==> config.mk <==
export PLATFORM = sky130hd
export DESIGN_NAME = mdio_poll_arbiter
export DESIGN_NICKNAME = d
export VERILOG_FILES = /design/src/rtl/mdio_poll_arbiter.sv
export SDC_FILE = /design/constraint.sdc
export NUM_CORES = 1
export LEC_CHECK = 0
export CAP_MARGIN = 20
export CORE_MARGIN = 1.5
export CORE_UTILIZATION = 50
export DETAILED_ROUTE_END_ITERATION = 12
export DONT_BUFFER_PORTS = 1
export PLACE_DENSITY_LB_ADDON = 0.1
export SKIP_CTS_REPAIR_TIMING = 1
export SYNTH_ARGS = -nofsm -noshare
export SYNTH_HDL_FRONTEND = slang
export SYNTH_SLANG_ARGS = --single-unit
==> constraint.sdc <==
create_clock -name sys_clk -period 2.8 [get_ports sys_clk]
set_input_delay 0.56 -clock sys_clk [delete_from_list [all_inputs] [get_ports sys_clk]]
set_output_delay 0.56 -clock sys_clk [all_outputs]
set_load 0.01 [all_outputs]
==> src/rtl/mdio_poll_arbiter.sv <==
// rtl/mdio_poll_arbiter.sv - shares one MDIO transceiver between host register accesses and a periodic PHY status poll
module mdio_poll_arbiter #(
  parameter int unsigned POLL_INTERVAL = 1875000,
  parameter logic [4:0]  POLL_REG      = 5'h01,
  parameter int unsigned LINK_BIT      = 2
) (
  input  logic        sys_clk,
  input  logic        rst,
  input  logic        host_rd,
  input  logic        host_wr,
  input  logic [4:0]  host_reg_addr,
  input  logic [15:0] host_wr_data,
  output logic        host_busy,
  output logic        host_done,
  output logic [15:0] host_rd_data,
  input  logic        poll_en,
  output logic [15:0] poll_data,
  output logic        poll_valid,
  output logic        link_up,
  output logic        link_change,
  output logic [4:0]  mdio_reg_addr,
  output logic [15:0] mdio_wr_data,
  output logic        mdio_reg_rd,
  output logic        mdio_reg_wr,
  input  logic        mdio_busy,
  input  logic [15:0] mdio_rd_data
);
  typedef enum logic [1:0] {IDLE, ISSUE, WAIT} state_t;
  typedef enum logic {HOST, POLL} owner_t;

  localparam logic [31:0] POLL_LAST = 32'(POLL_INTERVAL - 1);
  localparam logic [3:0]  LINK_IDX  = LINK_BIT[3:0];

  state_t      state;
  owner_t      owner;
  owner_t      last_grant;
  logic [31:0] poll_cnt;
  logic        poll_pending;
  logic        host_op_wr;
  logic [4:0]  host_addr;
  logic [15:0] host_data;
  logic [1:0]  guard_cnt;
  logic        grant_host;

  // host_busy doubles as the latched host request; ties go to whoever was not granted last
  assign grant_host = host_busy && (!poll_pending || last_grant == POLL);

  always_ff @(posedge sys_clk) begin
    if (rst) begin
      state         <= IDLE;
      owner         <= POLL;
      last_grant    <= POLL;
      poll_cnt      <= '0;
      poll_pending  <= 1'b0;
      host_op_wr    <= 1'b0;
      host_addr     <= '0;
      host_data     <= '0;
      guard_cnt     <= '0;
      host_busy     <= 1'b0;
      host_done     <= 1'b0;
      host_rd_data  <= '0;
      poll_data     <= '0;
      poll_valid    <= 1'b0;
      link_up       <= 1'b0;
      link_change   <= 1'b0;
      mdio_reg_addr <= '0;
      mdio_wr_data  <= '0;
      mdio_reg_rd   <= 1'b0;
      mdio_reg_wr   <= 1'b0;
    end else begin
      host_done   <= 1'b0;
      poll_valid  <= 1'b0;
      link_change <= 1'b0;

      if ((host_rd || host_wr) && !host_busy) begin
        host_busy  <= 1'b1;
        host_op_wr <= host_wr;
        host_addr  <= host_reg_addr;
        host_data  <= host_wr_data;
      end

      case (state)
        IDLE: begin
          if (!mdio_busy && (host_busy || poll_pending)) begin
            state <= ISSUE;
            if (grant_host) begin
              owner         <= HOST;
              last_grant    <= HOST;
              mdio_reg_addr <= host_addr;
              mdio_wr_data  <= host_data;
              mdio_reg_wr   <= host_op_wr;
              mdio_reg_rd   <= !host_op_wr;
            end else begin
              owner         <= POLL;
              last_grant    <= POLL;
              mdio_reg_addr <= POLL_REG;
              mdio_wr_data  <= '0;
              mdio_reg_rd   <= 1'b1;
            end
          end
        end
        ISSUE: begin
          mdio_reg_rd <= 1'b0;
          mdio_reg_wr <= 1'b0;
          guard_cnt   <= '0;
          state       <= WAIT;
        end
        WAIT: begin
          // the transceiver may take a couple of cycles to raise busy after the strobe
          if (guard_cnt != 2'd2) begin
            guard_cnt <= guard_cnt + 2'd1;
          end else if (!mdio_busy) begin
            state <= IDLE;
            if (owner == HOST) begin
              host_done <= 1'b1;
              host_busy <= 1'b0;
              if (!host_op_wr) host_rd_data <= mdio_rd_data;
            end else begin
              poll_data    <= mdio_rd_data;
              poll_valid   <= 1'b1;
              poll_pending <= 1'b0;
              link_up      <= mdio_rd_data[LINK_IDX];
              link_change  <= (mdio_rd_data[LINK_IDX] != link_up);
            end
          end
        end
        default: state <= IDLE;
      endcase

      // placed after completion so an expiry in the completing cycle is not lost
      if (!poll_en) begin
        poll_cnt     <= '0;
        poll_pending <= 1'b0;
      end else if (poll_cnt == POLL_LAST) begin
        poll_cnt     <= '0;
        poll_pending <= 1'b1;
      end else begin
        poll_cnt <= poll_cnt + 32'd1;
      end
    end
  end
endmodule

# Word level (Yosys, flattened, before mapping)
# Cells that the tools add are included.
# classes
n_mux	27
n_addsub	2
bitwise_logic	6
n_reduce_logical	27
eq_ne	12
# ops
cell	n
adder 32 x 1 -> 32 bit (second input constant)	1
equality test 32 x 21 -> 1 bit (second input constant)	1
2-to-1 mux 1 bit	17
2-to-1 mux 16 bit	1
!= test 2 bit (second input constant)	6
2-to-1 mux 2 bit	4
AND reduction 4 bit	2
nonzero test 2 bit	4
NOT 1 bit	6
case mux 2 bit (3 select lines)	1
AND reduction 2 bit	3
AND reduction 3 bit	2
2-to-1 mux 5 bit	1
AND reduction 5 bit	1
OR reduction 5 bit	1
zero test 1 bit	4
!= test 2 x 1 -> 1 bit (second input constant)	2
case mux 1 bit (2 select lines)	2
case mux 2 bit (2 select lines)	1
OR reduction 4 bit	1
logical AND 1 bit	3
logical OR 1 bit	3
OR reduction 3 bit	1
adder 2 x 1 -> 2 bit (second input constant)	1
5 further kinds	5
# totals
regBits	120
out_inout_bits	60
word_cells	93
in_bits	43

# Longest topological paths before layout
# Gate-level depths: netlist of the first run.
# logic_depth
depth_word	7
ltp_mapped	8
mapped_depth_nobuf	6

# Least setup slack after synthesis of the first run
# OpenSTA, ideal clock, no wires.
# synth_timing
kind	register to register
from	register poll_cnt[0]
to	register poll_cnt[20]
n_path_buf	1
required_ps	2730
synth_period_minus_slack_ps	1921
arrival_ps	1850
setup_time_ps	70
path_slack_ps	879
stages_incl_launch_ff	7
cell_sequence	dfxtp_1 ha_1 nand3_2 or4_1 buf_2 or4_1 a21oi_1
# synth_via
elab_chain_cells	2
elab_cells_between_ends	3
classes_between	add/sub: 1; eq/ne: 1; reduce/logical: 1
# synth_rtl
element	line	text
from (decl)	37	logic [31:0] poll_cnt;
from (signal assigned)	138	poll_cnt <= poll_cnt + 32'd1;
parallel branches: the longest is 2 deep, another holds adder 32 x 1 -> 32 bit	--	
# Several ways; the timed one is not identified.
# A chain may end at the register's enable or synchronous reset.

# Worst setup path in the final report of the first run
# layout_timing
from	register poll_cnt[0]
to	register poll_cnt[28]
# Same word-level chain as after synthesis.

==> results of run 1 <==
[cells in the mapped netlist, types with 3 or more instances]
cell type                    n
sky130_fd_sc_hd__a21oi_1    60
sky130_fd_sc_hd__a22oi_1    22
sky130_fd_sc_hd__and3_1      6
sky130_fd_sc_hd__and4_1      4
sky130_fd_sc_hd__buf_2       5
sky130_fd_sc_hd__buf_4       3
sky130_fd_sc_hd__clkbuf_1   23
sky130_fd_sc_hd__dfxtp_1   119
sky130_fd_sc_hd__inv_1       5
sky130_fd_sc_hd__mux2i_1    16
sky130_fd_sc_hd__nand2_1    92
sky130_fd_sc_hd__nand3_1    12
sky130_fd_sc_hd__nand4_1    11
sky130_fd_sc_hd__nor2_1     60
sky130_fd_sc_hd__nor3_1     11
sky130_fd_sc_hd__nor4b_1     3
sky130_fd_sc_hd__o21ai_0    10
sky130_fd_sc_hd__o31ai_1    13
sky130_fd_sc_hd__or3_1       9
sky130_fd_sc_hd__or4_1      13
sky130_fd_sc_hd__xnor2_1     6
sky130_fd_sc_hd__xor2_1      6
[worst register-to-register path, stage by stage (launching register included)]
cell and delay [ps]:
sky130_fd_sc_hd__dfxtp_1 380, sky130_fd_sc_hd__ha_1 300, sky130_fd_sc_hd__nand3_2 140, sky130_fd_sc_hd__or4_1 670, sky130_fd_sc_hd__or4_1 450, sky130_fd_sc_hd__a21oi_1 150
[area by class of cell]
class / count / area [µm²] / share of cell area
clock buffers: 18 / 418 / 0.0787
clock inverters: 14 / 176 / 0.0332
inverters: 6 / 22.5 / 0.00424
multi-input cells: 380 / 2120 / 0.399
flip-flops and latches: 119 / 2380 / 0.449
well taps: 111 / 139 / 0.0261
repair buffers: 7 / 52.6 / 0.00989
[final timing paths]
kind | end | slack (ps)
setup reg to reg | poll_cnt[28] | 650
hold reg to reg | host_data[7] | 450
setup / recovery | poll_cnt[28] | 650
hold / removal | host_rd_data[3] | 120
[kinds of logic after synthesis]
| logic type | share of synthesized area |
|---|---|
| and+or+nand+nor | 0.245 |
| xor gates and xnor gates | 0.0225 |
| adders and majority gates | 0.00536 |
| buffers and inverters | 0.0380 |
| muxes | 0.0367 |
| DFF | 0.510 |
| AOI/OAI and AO/OA | 0.142 |
[metrics by stage]
stage	setup WS (ps)	util	hold slack, ps
after floorplan	879	-	426
after global placement	730	0.515	436
after CTS	677	0.580	86.9
final	646	0.580	119
after global routing	515	0.580	89.2
after detailed placement	683	0.515	441
[metal layers]
metal | vias up | part of all wire
met4 | 0 | 0.019
li1 | 1881 | -
met2 | 73 | 0.49
met1 | 1804 | 0.45
met5 | - | 0
met3 | 18 | 0.042
[placed cells by master, fill, tap and decap left out, types with 4 or more instances in the layout]
cell type | netlist | layout
sky130_fd_sc_hd__dfxtp_1 | 119 | 119
sky130_fd_sc_hd__nand2_1 | 92 | 92
sky130_fd_sc_hd__a21oi_1 | 60 | 60
sky130_fd_sc_hd__nor2_1 | 60 | 60
sky130_fd_sc_hd__a22oi_1 | 22 | 22
sky130_fd_sc_hd__mux2i_1 | 16 | 16
sky130_fd_sc_hd__clkbuf_16 | 0 | 16
sky130_fd_sc_hd__o31ai_1 | 13 | 13
sky130_fd_sc_hd__or4_1 | 13 | 13
sky130_fd_sc_hd__nand3_1 | 12 | 12
sky130_fd_sc_hd__nor3_1 | 11 | 11
sky130_fd_sc_hd__nand4_1 | 11 | 11
sky130_fd_sc_hd__o21ai_0 | 10 | 9
sky130_fd_sc_hd__or3_1 | 9 | 9
sky130_fd_sc_hd__buf_4 | 3 | 7
sky130_fd_sc_hd__and3_1 | 6 | 6
sky130_fd_sc_hd__xnor2_1 | 6 | 6
sky130_fd_sc_hd__xor2_1 | 6 | 6
sky130_fd_sc_hd__inv_1 | 5 | 5
sky130_fd_sc_hd__clkinv_4 | 0 | 5
sky130_fd_sc_hd__and4_1 | 4 | 4
[registers in the layout, indices dropped and copies added, names as in the netlist, 2 cells and up]
name	cells
poll_cnt	32
mdio_wr_data	16
host_data	16
mdio_reg_addr	5
guard_cnt	2
state	2
host_rd_data	16
host_addr	5
poll_data	16
[power by group]
group	leakage, nW	switching (mW)	internal [mW]
logic	0.527	0.0658	0.0430
clock network	0.286	0.811	1.36
registers	0.964	0.0323	1.73
==> summary.txt, run 1 <==
Die
  • Die width: 99.7 µm
  • Overall die height: 99.7 µm
  • I/O Pins: 103
  • Initial cell density of the core: 0.510
  • Core region area: 0.00915 mm²
  • Total Die Area: 0.00993 mm²
  • Number of placement rows: 35

Critical path
  • Required @ worst endpoint: 3230 ps
  • Arrival time at the worst endpoint: 2590 ps
  • Launching instance or port of the critical path: poll_cnt[0]
  • Depth of the most critical reg-to-reg path: 5
  • Cell with the most instances on the worst path: sky130_fd_sc_hd__or4_1
  • Capturing element type of the critical path: register
  • Element type at the critical path start: register
  • Slowest cell on crit path: sky130_fd_sc_hd__or4_1
  • Top fanout value on the critical path: 10
  • Logic depth of the worst setup path including buffers: 5
  • Stage delay of the slowest cell on the critical path: 670 ps
  • Start-to-end type of the worst setup path: register to register
  • Sequence of cells on the critical path: ha_1, nand3_2, or4_1, or4_1, a21oi_1
  • Top Family by Delay on Critical Path: simple AND/OR/NAND/NOR gates
  • Critical R2R Launch: poll_cnt[0]
  • Combined buffer and inverter count along the critical path: 0

Clocking
  • Total CTS buffers: 17
  • Cell chosen for the clock root: sky130_fd_sc_hd__clkbuf_8
  • Number of sinks driven by the clock tree: 119
  • Clock tree from TritonCTS: done
  • Clock latency on the worst-skew pair: 510 ps
  • Max H-tree Level: 4
  • Register clock-pin slew on the reported worst setup and hold paths: 60 ps
  • Largest buffer count on any clock path: 2

Global routing
  • Most heavily used metal layer in global routing: met2
  • Total congestion overflow: 0
  • GR Util All Layers: 0.212
  • Via count of the first global-routing pass: 3459
  • Met1 Usage GRT: 0.266
  • First-pass GRT wire length: 16.9 mm
  • Number of antenna violations at the first check in global routing: 0
  • Pin count of the biggest net entering global routing: 87
  • GR met3 Demand/Resource: 0.0661
  • Met2 usage in global routing: 0.342

STA
  • Count of final hold-check violations: 0
  • Max-slew headroom at the worst pin: 0.502
  • Shortest clock period the worst path allows after layout: 2150 ps
  • Post-route clock period utilization: 0.769
  • Final Skew: 9.60 ps
  • Slew at the pin with the worst max-slew slack: 744 ps
  • Setup tns final: 0 ps
  • Slew Limit Fails: 0
  • Setup repair after global routing missed its margin: no
  • Final setup violation count: 0
  • Maximum clock rate: 464 MHz

Cells and area
  • Share of post-route cells with drive strength above 1: 0.0864
  • # fillers: 844
  • Post-layout instance area: 0.00531 mm²
  • Area growth from synthesis to layout: 13.7%
  • Ant diodes: 0
  • Final Instance Count excl. Fillers: 655
  • Post-layout net count: 576

Routing
  • Via total after detailed routing: 3776
  • Number of remaining DRC errors: 0
  • First-iteration detailed-routing DRC count: 174
  • Average via count per standard cell: 5.76
  • First-pass DRT Iterations: 4
  • Average wire per cell in the routed design: 15.7 µm
  • Post-detailed-route count of antenna-violating nets: 0
  • Total Routed Length: 10.3 mm

Synthesis
  • Net count after synthesis: 584
  • Seq/Total Area, Yosys: 0.510
  • Synth area leader: sky130_fd_sc_hd__dfxtp_1
  • Cells after synthesis: 539
  • Share of the synthesized area in the top cell type: 0.510
  • Number of synthesized flops with an enable pin: 0
  • Synth Flop Type: sky130_fd_sc_hd__dfxtp_1
  • Cell Area, Synth: 0.00467 mm²
  • Fraction of registers with async set/reset: 0
  • Number of unique standard cell types used by synthesis: 46
  • Post-Syn Area per Cell: 8.67 µm²
  • Number of synthesis warnings: 0
  • Number of storage elements in the synthesis netlist: 119
  • Ranking of synthesized cells by area: sky130_fd_sc_hd__dfxtp_1, sky130_fd_sc_hd__nand2_1, sky130_fd_sc_hd__a21oi_1

Pwr
  • Max rail drop VDD: 347 µV
  • Post-layout power: 4.04 mW
  • PD cells: 761 mW/mm²
  • Leakage power of the design: 1.78 nW

Min path
  • Critical hold path startpoint: rst
  • Count of cells along the worst hold path: 1
  • Class of the most critical hold timing path: input pin to register

Placement
  • Post-detailed-placement half-perimeter wirelength: 6.81 mm
  • Port-buffer cells: 0
  • Final weighted congestion in routability-driven placement: 0.773
  • Instance count after placement with tap cells included: 623
  • Area after DPL: 0.00472 mm²

Flow run
  • Number of maximum-capacitance violations: 0

Status
  • Status: completed
(Power assumes the default switching activity.)
==> run 2, diff against run 1 <==
- clock period: 2.8 -> 1.84 ns (I/O delays scaled with it)
==> run 2 against run 1 <==
Effect of this change: the flow now finishes with violations (hold timing); worst setup slack got worse by 620 ps; total power rose by 52%; non-clock buffer count rose by 48; first-iteration DRC count grew 13%; sequential share of layout area shrank 4.1 points; core utilization rose by 6.1 points; highest routed layer unchanged.
==> summary.txt, run 2 (synthesized netlist as in run 1, its figures left out) <==
Status
  • Status: finished with violations
  • Failing checks: hold timing

STA
  • Worst slack on hold paths: -6.73 ps (-126 ps)
  • Final setup violation count: 0 (unchanged)
  • Final Skew: 6.16 ps (-3.44 ps)
  • Max-slew headroom at the worst pin: 0.751 (+0.248)
  • Slew Limit Fails: 0 (unchanged)
  • Post-route clock period utilization: 0.988 (+0.219)
  • Shortest clock period the worst path allows after layout: 1820 ps (-335 ps)
  • Slew at the pin with the worst max-slew slack: 374 ps (-370 ps)
  • Count of final hold-check violations: 1 (+1)
  • Maximum clock rate: 550 MHz (+18%)
  • Setup repair after global routing missed its margin: yes

Clocking
  • Max H-tree Level: 4 (unchanged)
  • Cell chosen for the clock root: sky130_fd_sc_hd__clkbuf_8
  • Number of sinks driven by the clock tree: 119 (unchanged)
  • Largest buffer count on any clock path: 2 (unchanged)
  • Clock tree from TritonCTS: done
  • Register clock-pin slew on the reported worst setup and hold paths: 60 ps (about the same)
  • Clock latency on the worst-skew pair: 510 ps (about the same)
  • Total CTS buffers: 17 (unchanged)

Routing
  • Via total after detailed routing: 3990 (+5.7%)
  • Total Routed Length: 10.8 mm (+5.2%)
  • Post-detailed-route count of antenna-violating nets: 0 (unchanged)
  • Average via count per standard cell: 5.68 (-1.4%)
  • Number of remaining DRC errors: 0 (unchanged)
  • First-iteration detailed-routing DRC count: 197 (+13%)
  • Met2 wire length: 5.15 mm (+2.3%)
  • Average wire per cell in the routed design: 15.4 µm (-1.9%)
  • First-pass DRT Iterations: 5 (+1)
  • Uppermost metal layer occupied by signal nets: met4
  • Met3 routed WL: 527 µm (+21%)
  • Met1 Routed Length: 5.02 mm (+8.4%)

Cells and area
  • Share of post-route cells with drive strength above 1: 0.130 (+0.0439)
  • Footprint of the multi-input gates: 0.00218 mm² (+2.8%)
  • Area growth from synthesis to layout: 25.6%
  • Post-layout net count: 624 (+8.3%)
  • Max FFs per register: 32 (unchanged)
  • Most frequent cells in the layout: sky130_fd_sc_hd__dfxtp_1, sky130_fd_sc_hd__nand2_1, sky130_fd_sc_hd__nor2_1
  • Area of all sequential standard cells: 0.00239 mm² (+0.26%)
  • Final Instance Count excl. Fillers: 702 (+7.2%)
  • Ant diodes: 0 (unchanged)
  • Largest register by flop count: poll_cnt
  • Most frequent standard cell in the layout excluding fill and tap cells: sky130_fd_sc_hd__dfxtp_1
  • # fillers: 767 (-9.1%)
  • Post-layout instance area: 0.00587 mm² (+10%)

Placement
  • Area after DPL: 0.00494 mm² (+4.6%)
  • Port-buffer cells: 0 (unchanged)
  • Final weighted congestion in routability-driven placement: 0.779 (+0.74%)
  • Instance count after placement with tap cells included: 641 (+2.9%)
  • Post-detailed-placement half-perimeter wirelength: 7.16 mm (+5.2%)

Die
  • Total Die Area: 0.00993 mm² (unchanged)
  • Overall die height: 99.7 µm (unchanged)
  • I/O Pins: 103 (unchanged)
  • Core region area: 0.00915 mm² (unchanged)
  • Initial cell density of the core: 0.510 (unchanged)
  • Die width: 99.7 µm (unchanged)
  • Number of placement rows: 35 (unchanged)

Pwr
  • Sequential share of power: 0.437 (+0.002)
  • Total net switching power: 1.33 mW (+47%)
  • Switching part of the total: 0.217 (-0.00737)
  • Combinational power share: 0.045 (+0.018)
  • Max rail drop VDD: 705 µV (+100%)
  • PD cells: 1050 mW/mm² (+37%)
  • Clock share of power: 0.519 (-0.019)
  • Post-layout power: 6.14 mW (+52%)
  • Internal power: 4.80 mW (+53%)
  • Leakage power of the design: 2.02 nW (+14%)

Critical path
  • Element type at the critical path start: register
  • Sequence of cells on the critical path: ha_4, nand3_2, or4_4, or4_1, a21oi_2
  • Critical R2R Launch: poll_cnt[1]
  • Required @ worst endpoint: 2280 ps (-950 ps)
  • Slowest cell on crit path: sky130_fd_sc_hd__or4_4
  • Depth of the most critical reg-to-reg path: 5 (unchanged)
  • Top fanout value on the critical path: 9 (-1)
  • Capturing element type of the critical path: register
  • Setup slack of the worst register-to-register path: 20 ps (-620 ps)
  • Stage delay of the slowest cell on the critical path: 570 ps (-100 ps)
  • Start-to-end type of the worst setup path: register to register
  • Arrival time at the worst endpoint: 2260 ps (-330 ps)
  • Endpoint of the lowest-slack register-to-register path: poll_cnt[20]

Global routing
  • Number of antenna violations at the first check in global routing: 0 (unchanged)
  • First-pass GRT wire length: 16.9 mm (about the same)
  • Via count of the first global-routing pass: 3622 (+4.7%)
  • Total congestion overflow: 0 (unchanged)
  • GR Util All Layers: 0.210 (-0.00218)
  • Pin count of the biggest net entering global routing: 87 (unchanged)

Flow run
  • Number of maximum-capacitance violations: 0 (unchanged)

Min path
  • Class of the most critical hold timing path: input pin to register
  • Worst min-delay path endpoint: host_data[8]
  • Critical hold path startpoint: host_wr_data[8]
  • Count of cells along the worst hold path: 2 (+1)
==> run 2: per-stage QoR <==
stage | worst slack (ps) | TNS [ps] | utilization
after floorplan | 23.6 | 0 | -
after global placement | -4.49 | -4.49 | 0.539
after detailed placement | -69.9 | -181 | 0.539
after CTS | -75.9 | -198 | 0.602
after global routing | -42.2 | -57.4 | 0.641
final | 21.2 | 0 | 0.641
==> run 2: per-layer routing <==
metal  vias up  track usage
li1       1981            -
met1      1889        0.267
met2       106        0.332
met3        14       0.0696
met4         0       0.0769
met5         -            0
==> run 2: worst max-delay path: cells and delay by family (launching register included) <==
kind	cells	cell delay, ps
flops	1	360
fa+ha+maj	1	140
simple gates	3	1110
compound gates	1	150
==> run 2: worst max-delay path by stage <==
stage	start	to	slack (ps)	depth (start not counted)
finish	poll_cnt[1]	poll_cnt[20]	20	5
floorplan	poll_cnt[1]	poll_cnt[20]	20	6
global route	host_busy	host_addr[4]	-40	6
global placement	poll_cnt[1]	poll_cnt[20]	-4	5
CTS	poll_cnt[1]	poll_cnt[20]	-80	5
detailed placement	poll_cnt[1]	poll_cnt[20]	-70	5
==> run 2: power groups by stage <==
stage | registers [mW] | clock network [mW] | logic [mW]
2_1_floorplan | 2.72 | 0 | 0.160
3_3_place_gp | 2.73 | 0 | 0.185
3_5_place_dp | 2.73 | 0 | 0.188
4_1_cts | 2.68 | 3.23 | 0.190
5_1_grt | 2.68 | 3.38 | 0.306
6_report | 2.68 | 3.18 | 0.276
==> run 2: final cells by class <==
type                       instances  share of cell area
multi-input combinational        380               0.372
clock inverter                    13              0.0267
inverter                           6             0.00384
clock buffer                      18              0.0712
sequential                       119               0.407
timing repair buffer              55              0.0959
tap                              111              0.0237
